File: config.mk
export PLATFORM = sky130hd
export DESIGN_NAME = rf_write_arbiter_flat
export DESIGN_NICKNAME = d
export VERILOG_FILES = /design/src/rtl/rf_warb_pkg.sv /design/src/rtl/rf_write_arbiter_if.sv /design/src/rtl/rf_warb_fifo.sv /design/src/rtl/rf_write_arbiter.sv /design/src/flat_wrapper.sv
export SDC_FILE = /design/constraint.sdc
export NUM_CORES = 1
export LEC_CHECK = 0
export CAP_MARGIN = 20
export CORE_ASPECT_RATIO = 0.7
export CORE_MARGIN = 4
export CORE_UTILIZATION = 35
export DETAILED_ROUTE_END_ITERATION = 10
export SYNTH_ARGS = -nofsm -noshare
export SYNTH_HDL_FRONTEND = slang
export SYNTH_SLANG_ARGS = --single-unit
File: constraint.sdc
create_clock -name clk -period 3.48 [get_ports clk]
set_input_delay 0.696 -clock clk [delete_from_list [all_inputs] [get_ports clk]]
set_output_delay 0.696 -clock clk [all_outputs]
set_load 0.03 [all_outputs]
File: src/rtl/rf_warb_pkg.sv
// Shared types and helpers for the register-file write arbiter.
package rf_warb_pkg;

  localparam int unsigned REG_W    = 5;
  localparam int unsigned DATA_W   = 32;
  localparam int unsigned NUM_REGS = 1 << REG_W;

  // "reg" is a keyword, so the destination field is named dest
  typedef struct packed {
    logic [REG_W-1:0]  dest;
    logic [DATA_W-1:0] data;
  } lu_entry_t;

  typedef enum logic {
    NORMAL = 1'b0,
    FORCE  = 1'b1
  } warb_state_t;

  // Register 0 is hardwired, so it never maps to a pending bit
  function automatic logic [NUM_REGS-1:0] onehot32(input logic [REG_W-1:0] r);
    logic [NUM_REGS-1:0] v;
    v = '0;
    if (r != '0) v[r] = 1'b1;
    return v;
  endfunction

endpackage

File: src/rtl/rf_write_arbiter_if.sv
// WB / LU / RF-write bundle of the register-file write arbiter.
interface rf_write_arbiter_if
  import rf_warb_pkg::*;
#(
  parameter int unsigned DEPTH = 4
) ();

  localparam int unsigned CNT_W = $clog2(DEPTH) + 1;

  logic                in_wb_we;
  logic [REG_W-1:0]    in_wb_reg;
  logic [DATA_W-1:0]   in_wb_data;
  logic                in_lu_valid;
  logic [REG_W-1:0]    in_lu_reg;
  logic [DATA_W-1:0]   in_lu_data;
  logic                out_lu_ready;
  logic                out_write_enable;
  logic [REG_W-1:0]    out_write_reg;
  logic [DATA_W-1:0]   out_write_data;
  logic                out_wb_stall;
  logic [NUM_REGS-1:0] out_pending;
  logic [CNT_W-1:0]    out_fifo_count;

  modport master (
    output in_wb_we, in_wb_reg, in_wb_data, in_lu_valid, in_lu_reg, in_lu_data,
    input  out_lu_ready, out_write_enable, out_write_reg, out_write_data,
           out_wb_stall, out_pending, out_fifo_count
  );

  modport slave (
    input  in_wb_we, in_wb_reg, in_wb_data, in_lu_valid, in_lu_reg, in_lu_data,
    output out_lu_ready, out_write_enable, out_write_reg, out_write_data,
           out_wb_stall, out_pending, out_fifo_count
  );

endinterface

File: src/rtl/rf_warb_fifo.sv
// Synchronous LU-result FIFO; exposes every slot plus its valid bit for pending tracking.
module rf_warb_fifo
  import rf_warb_pkg::*;
#(
  parameter int unsigned DEPTH = 4
) (
  input  logic                   clk,
  input  logic                   reset,
  input  logic                   push,
  input  lu_entry_t              wr_entry,
  input  logic                   pop,
  output lu_entry_t              head,
  output logic                   full,
  output logic                   empty,
  output logic [$clog2(DEPTH):0] count,
  output lu_entry_t [DEPTH-1:0]  entries,
  output logic [DEPTH-1:0]       valid
);

  localparam int unsigned PTR_W = $clog2(DEPTH);
  localparam int unsigned CNT_W = PTR_W + 1;

  lu_entry_t [DEPTH-1:0] mem;
  logic [PTR_W-1:0]      rd_ptr;
  logic [PTR_W-1:0]      wr_ptr;
  logic                  do_push;
  logic                  do_pop;

  assign full    = (count == CNT_W'(DEPTH));
  assign empty   = (count == '0);
  assign do_push = push && !full;
  assign do_pop  = pop && !empty;
  assign head    = mem[rd_ptr];
  assign entries = mem;

  always_ff @(posedge clk) begin
    if (!reset) begin
      rd_ptr <= '0;
      wr_ptr <= '0;
      count  <= '0;
    end else begin
      if (do_push) wr_ptr <= wr_ptr + PTR_W'(1);
      if (do_pop)  rd_ptr <= rd_ptr + PTR_W'(1);
      count <= count + CNT_W'(do_push) - CNT_W'(do_pop);
    end
  end

  // Payload storage needs no reset; valid bits gate every use
  always_ff @(posedge clk) begin
    if (do_push) mem[wr_ptr] <= wr_entry;
  end

  // Slot i is live when its distance from the read pointer is below occupancy
  always_comb begin
    logic [PTR_W-1:0] off;
    valid = '0;
    off   = '0;
    for (int unsigned i = 0; i < DEPTH; i++) begin
      off      = PTR_W'(i) - rd_ptr;
      valid[i] = ({1'b0, off} < count);
    end
  end

endmodule

File: src/rtl/rf_write_arbiter.sv
// Shares the RF write port between WB (priority) and a buffered LU result stream.
// Optional direct LU bypass on an idle, empty cycle: define RF_WARB_BYPASS_EN.
module rf_write_arbiter
  import rf_warb_pkg::*;
#(
  parameter int unsigned DEPTH    = 4,
  parameter int unsigned MAX_WAIT = 8
) (
  input  logic               clk,
  input  logic               reset,
  rf_write_arbiter_if.slave  bus
);

  localparam int unsigned CNT_W  = $clog2(DEPTH) + 1;
  localparam int unsigned WAIT_W = $clog2(MAX_WAIT + 1);

  lu_entry_t             lu_in;
  lu_entry_t             head;
  lu_entry_t             grant_entry;
  lu_entry_t [DEPTH-1:0] entries;
  logic [DEPTH-1:0]      valid;
  logic                  full;
  logic                  empty;
  logic [CNT_W-1:0]      count;
  logic                  wb_grant;
  logic                  head_grant;
  logic                  bypass;
  logic                  push;
  logic                  grant;
  logic [NUM_REGS-1:0]   pending;

  warb_state_t           state;
  logic [WAIT_W-1:0]     wait_cnt;
  logic                  stall;
  logic                  we;
  logic [REG_W-1:0]      wreg;
  logic [DATA_W-1:0]     wdata;

  assign lu_in = '{dest: bus.in_lu_reg, data: bus.in_lu_data};

  // Grant selection: WB first, then FIFO head, then (optionally) the live LU result
  always_comb begin
    wb_grant   = bus.in_wb_we && (bus.in_wb_reg != '0);
    head_grant = !wb_grant && !empty;
`ifdef RF_WARB_BYPASS_EN
    bypass     = !wb_grant && empty && bus.in_lu_valid && (bus.in_lu_reg != '0);
`else
    bypass     = 1'b0;
`endif
    push       = bus.in_lu_valid && !full && (bus.in_lu_reg != '0) && !bypass;
    grant      = wb_grant || head_grant || bypass;
    grant_entry = lu_in;
    if (wb_grant)        grant_entry = '{dest: bus.in_wb_reg, data: bus.in_wb_data};
    else if (head_grant) grant_entry = head;
  end

  rf_warb_fifo #(
    .DEPTH (DEPTH)
  ) u_fifo (
    .clk      (clk),
    .reset    (reset),
    .push     (push),
    .wr_entry (lu_in),
    .pop      (head_grant),
    .head     (head),
    .full     (full),
    .empty    (empty),
    .count    (count),
    .entries  (entries),
    .valid    (valid)
  );

  always_comb begin
    pending = '0;
    for (int unsigned i = 0; i < DEPTH; i++) begin
      if (valid[i]) pending = pending | onehot32(entries[i].dest);
    end
  end

  // Starvation FSM, wait counter and the registered RF write port
  always_ff @(posedge clk) begin
    if (!reset) begin
      state    <= NORMAL;
      stall    <= 1'b0;
      wait_cnt <= '0;
      we       <= 1'b0;
      wreg     <= '0;
      wdata    <= '0;
    end else begin
      if (head_grant || empty)                 wait_cnt <= '0;
      else if (wait_cnt != WAIT_W'(MAX_WAIT))  wait_cnt <= wait_cnt + WAIT_W'(1);

      case (state)
        NORMAL: begin
          if (!empty && !head_grant && (wait_cnt == WAIT_W'(MAX_WAIT - 1))) begin
            state <= FORCE;
            stall <= 1'b1;
          end
        end
        FORCE: begin
          if (head_grant || empty) begin
            state <= NORMAL;
            stall <= 1'b0;
          end
        end
        default: begin
          state <= NORMAL;
          stall <= 1'b0;
        end
      endcase

      we <= grant;
      if (grant) begin
        wreg  <= grant_entry.dest;
        wdata <= grant_entry.data;
      end
    end
  end

  assign bus.out_lu_ready     = !full;
  assign bus.out_write_enable = we;
  assign bus.out_write_reg    = wreg;
  assign bus.out_write_data   = wdata;
  assign bus.out_wb_stall     = stall;
  assign bus.out_pending      = pending;
  assign bus.out_fifo_count   = count;

endmodule

File: src/flat_wrapper.sv
// flat-port wrapper written by rule: the top's interface ports become plain ports
module rf_write_arbiter_flat import rf_warb_pkg::*;
#(
  parameter int unsigned DEPTH    = 4,
  parameter int unsigned MAX_WAIT = 8
)
  (clk, reset, bus_in_wb_we, bus_in_wb_reg, bus_in_wb_data, bus_in_lu_valid, bus_in_lu_reg, bus_in_lu_data, bus_out_lu_ready, bus_out_write_enable, bus_out_write_reg, bus_out_write_data, bus_out_wb_stall, bus_out_pending, bus_out_fifo_count);
  rf_write_arbiter_if #(.DEPTH(DEPTH)) bus_i ();
  input  logic clk;
  input  logic reset;
  input wire logic [$bits(bus_i.in_wb_we)-1:0] bus_in_wb_we;
  input wire logic [$bits(bus_i.in_wb_reg)-1:0] bus_in_wb_reg;
  input wire logic [$bits(bus_i.in_wb_data)-1:0] bus_in_wb_data;
  input wire logic [$bits(bus_i.in_lu_valid)-1:0] bus_in_lu_valid;
  input wire logic [$bits(bus_i.in_lu_reg)-1:0] bus_in_lu_reg;
  input wire logic [$bits(bus_i.in_lu_data)-1:0] bus_in_lu_data;
  output wire logic [$bits(bus_i.out_lu_ready)-1:0] bus_out_lu_ready;
  output wire logic [$bits(bus_i.out_write_enable)-1:0] bus_out_write_enable;
  output wire logic [$bits(bus_i.out_write_reg)-1:0] bus_out_write_reg;
  output wire logic [$bits(bus_i.out_write_data)-1:0] bus_out_write_data;
  output wire logic [$bits(bus_i.out_wb_stall)-1:0] bus_out_wb_stall;
  output wire logic [$bits(bus_i.out_pending)-1:0] bus_out_pending;
  output wire logic [$bits(bus_i.out_fifo_count)-1:0] bus_out_fifo_count;
  assign bus_i.in_wb_we = bus_in_wb_we;
  assign bus_i.in_wb_reg = bus_in_wb_reg;
  assign bus_i.in_wb_data = bus_in_wb_data;
  assign bus_i.in_lu_valid = bus_in_lu_valid;
  assign bus_i.in_lu_reg = bus_in_lu_reg;
  assign bus_i.in_lu_data = bus_in_lu_data;
  assign bus_out_lu_ready = bus_i.out_lu_ready;
  assign bus_out_write_enable = bus_i.out_write_enable;
  assign bus_out_write_reg = bus_i.out_write_reg;
  assign bus_out_write_data = bus_i.out_write_data;
  assign bus_out_wb_stall = bus_i.out_wb_stall;
  assign bus_out_pending = bus_i.out_pending;
  assign bus_out_fifo_count = bus_i.out_fifo_count;
  rf_write_arbiter #(.DEPTH(DEPTH), .MAX_WAIT(MAX_WAIT)) u_core (.clk(clk), .reset(reset), .bus(bus_i));
endmodule
==> flow_summary.yaml, run 1 <==
run_status:
  status: "complete, no violations"
worst_setup_path:
  path_buf_inv: 2
  crit_start: "u_core.u_fifo.count[1]$_SDFF_PN0_"
  reg2reg_to: "u_core.u_fifo.count[2]$_SDFF_PN0_"
  crit_slowest_cell: "a2111oi_4"
  r2r_start: "u_core.u_fifo.count[2]$_SDFF_PN0_"
  critical_path.top_delay_family: "compound AO/OA/AOI/OAI gates"
  rrSetupSlack_ns: 0.89
  crit_end: "bus_out_pending[15]"
  crit_type: "register to primary output"
  path_depth: 7
  crit_required_ns: 2.78
  r2r_cells: 11
  critPathMaxStageDelay_ns: 0.70
  critPathMaxFanout: 8
  cp-end-kind: "primary output"
  cp.arrival_ns: 2.66
  crit_chain: "inv_1 -> ha_1 -> nor2b_2 -> a2111oi_4 -> a22oi_1 -> o221ai_1 -> buf_4"
  startpoint_type: "register"
final_layout:
  largest_register_ffs: 148
  drive_gt1_share_pct: 21.0
  num_antenna_cells: 0
  fin_util_pct: 46.0
  postLayoutCellArea_um2: 11500
  finalNetCount: 901
  area_growth_pct: 27.5
  final.fill_count: 2200
  ff_latch_area_um2: 5470
  multi_input_area_um2: 3330
routing:
  detailroute.via_count: 6312
  ant_nets: 0
  routedWlPerCell_um: 20.9
  drt_first_pass_iters: 5
  drt_iter0_drc: 624
  drt_wl_total_mm: 24.0
  vias_per_cell: 5.50
  drc_errors: 0
synth:
  synth_top_family_by_area: "compound AO/OA/AOI/OAI gates"
  synthAdderAreaFrac_pct: 1.88
  synth_edf_count: 148
  synth_most_common_cell: "edfxtp_1"
  synth-seq-cells: 199
  yosysTopAreaCellShare_pct: 49.2
  async_flop_share_pct: 0
  synth-simple-area-share_pct: 8.35
  postSynthAreaPerCell_um2: 13.8
  yosys-top-cells-count: "edfxtp_1 (148), nand2_1 (52), dfxtp_1 (51)"
  ys_types: 64
  synth-xor-area-share_pct: 0.582
  synth-compound-area-share_pct: 16.1
  synth_warnings: 0
  synthCells: 653
  muxShareOfSynthArea_pct: 9.44
  syn-cell-area_um2: 9040
  ys_seq_area_share_pct: 60.5
  synth_top_area_cell: "edfxtp_1"
  yosys-top-cells-area: "edfxtp_1 (49%), dfxtp_1 (11%), mux4_2 (9.2%)"
  synth_top_flop_cell: "edfxtp_1"
  synth_fp_nets: 744
sta:
  fin_crit_sh_pct: 96.6
  fmax_mhz: 298
  clock_skew_ns: 0.00910
  min_period_ns: 3.36
  finalSetupViolCount: 0
  rsz0062_at_grt: "no"
  drv_slew: 0
  slew_headroom_pct: 44.9
  worst_pin_slew_ns: 0.826
  hold_violations: 0
clock_tree:
  clk_path_buf_depth: 2
  clock-sinks: 199
  cts.root.buffer_cell: "clkbuf_16"
  hold_buffers: 0
  clkTransAtPathRegs_ns: 0.07
  insertion_delay_ns: 0.43
  numCtsBuffers: 17
  cts_tree: "yes"
  ctsHtreeMaxLevel: 4
power:
  peakVddDrop_uv: 344
  p_per_area_nw_per_um2: 665
  leakage_nw: 3.86
global_routing:
  grt_use_total_pct: 16.7
  grt_overflow: 0
  grt_max_degree: 42
  grt_pass1_wl_mm: 36.5
  antenna_found_initial: 1
  grt_pass1_vias: 6260
floorplan:
  dieArea_um2: 28500
  die_y_um: 142
  die_w_um: 200
  rows: 48
  core_um2: 25000
  ios: 153
  initial_utilization_pct: 36.1
run:
  drv_cap: 0
worst_hold_path:
  hp-class: "register to register"
placement:
  port_buffers: 151
  gp_congestion: 0.851
  post-dp-hpwl_mm: 16.5
  place_area_um2: 10900
==> cell usage in the layout (no fill, tap or decap), types with 4 or more instances in the layout <==
cell / count
inv_1: 21
a21oi_1: 50
a2111oi_4: 6
a22oi_1: 18
clkbuf_16: 17
o22ai_1: 7
a21oi_2: 20
and2_2: 4
nand3_1: 7
clkdlybuf4s50_1: 119
nor3b_1: 7
a221o_1: 5
mux4_2: 37
xnor2_1: 5
o221ai_1: 21
edfxtp_1: 148
nand3b_1: 8
nor2_1: 13
dfxtp_1: 48
ha_1: 12
nand2b_1: 8
buf_4: 55
nand2_1: 52
nor2b_1: 9
and2_1: 4
o21ai_0: 37
==> layout make-up <==
type                            count  area share [%]
Inverter                           22           0.717
Timing Repair Buffer              178            14.5
Clock inverter                      9           0.837
Multi-Input combinational cell    392            28.9
Clock buffer                       22            4.03
Sequential cell                   199            47.5
Tap cell                          325            3.53
==> worst register-to-register path, delay by kind of cell, from the launching register on <==
family	cells	cell delay (ns)
adder cells (fa/ha/maj)	3	0.72
buffers and inverters	3	0.18
AO/OA/AOI/OAI	1	0.19
XOR/XNOR	2	0.27
flip-flops	1	0.51
AND/OR/NAND/NOR	2	0.63
==> cells by family after synthesis <==
group	count (synthesis)
buffers and inverters	62
other	1
DFF	199
adders and majority gates	13
xor gates and xnor gates	6
muxes	39
AOI/OAI and AO/OA	194
and+or+nand+nor	139
==> worst min-delay path by stage <==
stage	from	endpoint	slack, ns	cells past startpoint
after floorplan	u_core.state$_SDFF_PN0_	u_core.state$_SDFF_PN0_	0.46	2
after global placement	u_core.state$_SDFF_PN0_	u_core.state$_SDFF_PN0_	0.49	2
after detailed placement	u_core.state$_SDFF_PN0_	u_core.state$_SDFF_PN0_	0.50	2
after CTS	u_core.state$_SDFF_PN0_	u_core.state$_SDFF_PN0_	0.51	2
after global routing	u_core.u_fifo.wr_ptr[1]$_SDFFE_PN0P_	u_core.u_fifo.wr_ptr[1]$_SDFFE_PN0P_	0.54	2
final	u_core.state$_SDFF_PN0_	u_core.state$_SDFF_PN0_	0.51	2
==> stage by stage <==
step                      setup TNS [ns]  hold WS, ns  power (mW)  cells  setup slack, ns
final                                  0        0.512        7.66   1147            0.120
after global routing                   0        0.536        8.04   1147           0.0122
after CTS                              0        0.509        7.68   1145           0.0160
after detailed placement         -0.0609        0.496        5.78   1114          -0.0609
after global placement           -0.0543        0.493        5.76   1114          -0.0543
after floorplan                        0        0.459        4.82    653            0.395
==> where the power goes <==
part	switching, mW	total (mW)	internal, mW
clock network	0.866	1.90	1.03
registers	0.184	3.06	2.87
logic	1.62	2.70	1.08
total	2.67	7.66	4.99
==> layer usage <==
layer | global-route usage (%) | vias to the layer above | share of wire [%]
met5 | 0.842 | - | 0.033
met2 | 24.7 | 279 | 44
li1 | - | 2882 | -
met3 | 5.13 | 29 | 9.0
met1 | 24.3 | 3120 | 46
met4 | 4.00 | 2 | 1.3
==> timing repair <==
item                                    in CTS  in global routing
endpoints found under the setup margin       5                 27
buffers inserted                             0                  2
pin swaps                                    0                  5
gates resized for setup                      1                  2
(Power assumes the default switching activity.)
==> inputs of run 2 (changes only) <==
--- a/config.mk
+++ b/config.mk
@@ -5,6 +5,7 @@
 export SDC_FILE = /design/constraint.sdc
 export NUM_CORES = 1
 export LEC_CHECK = 0
+export ABC_AREA = 0
 export CAP_MARGIN = 20
 export CORE_ASPECT_RATIO = 0.7
 export CORE_MARGIN = 4
==> results of run 2 <==
The final DEF is identical to that of run 1; final timing and power are the same.
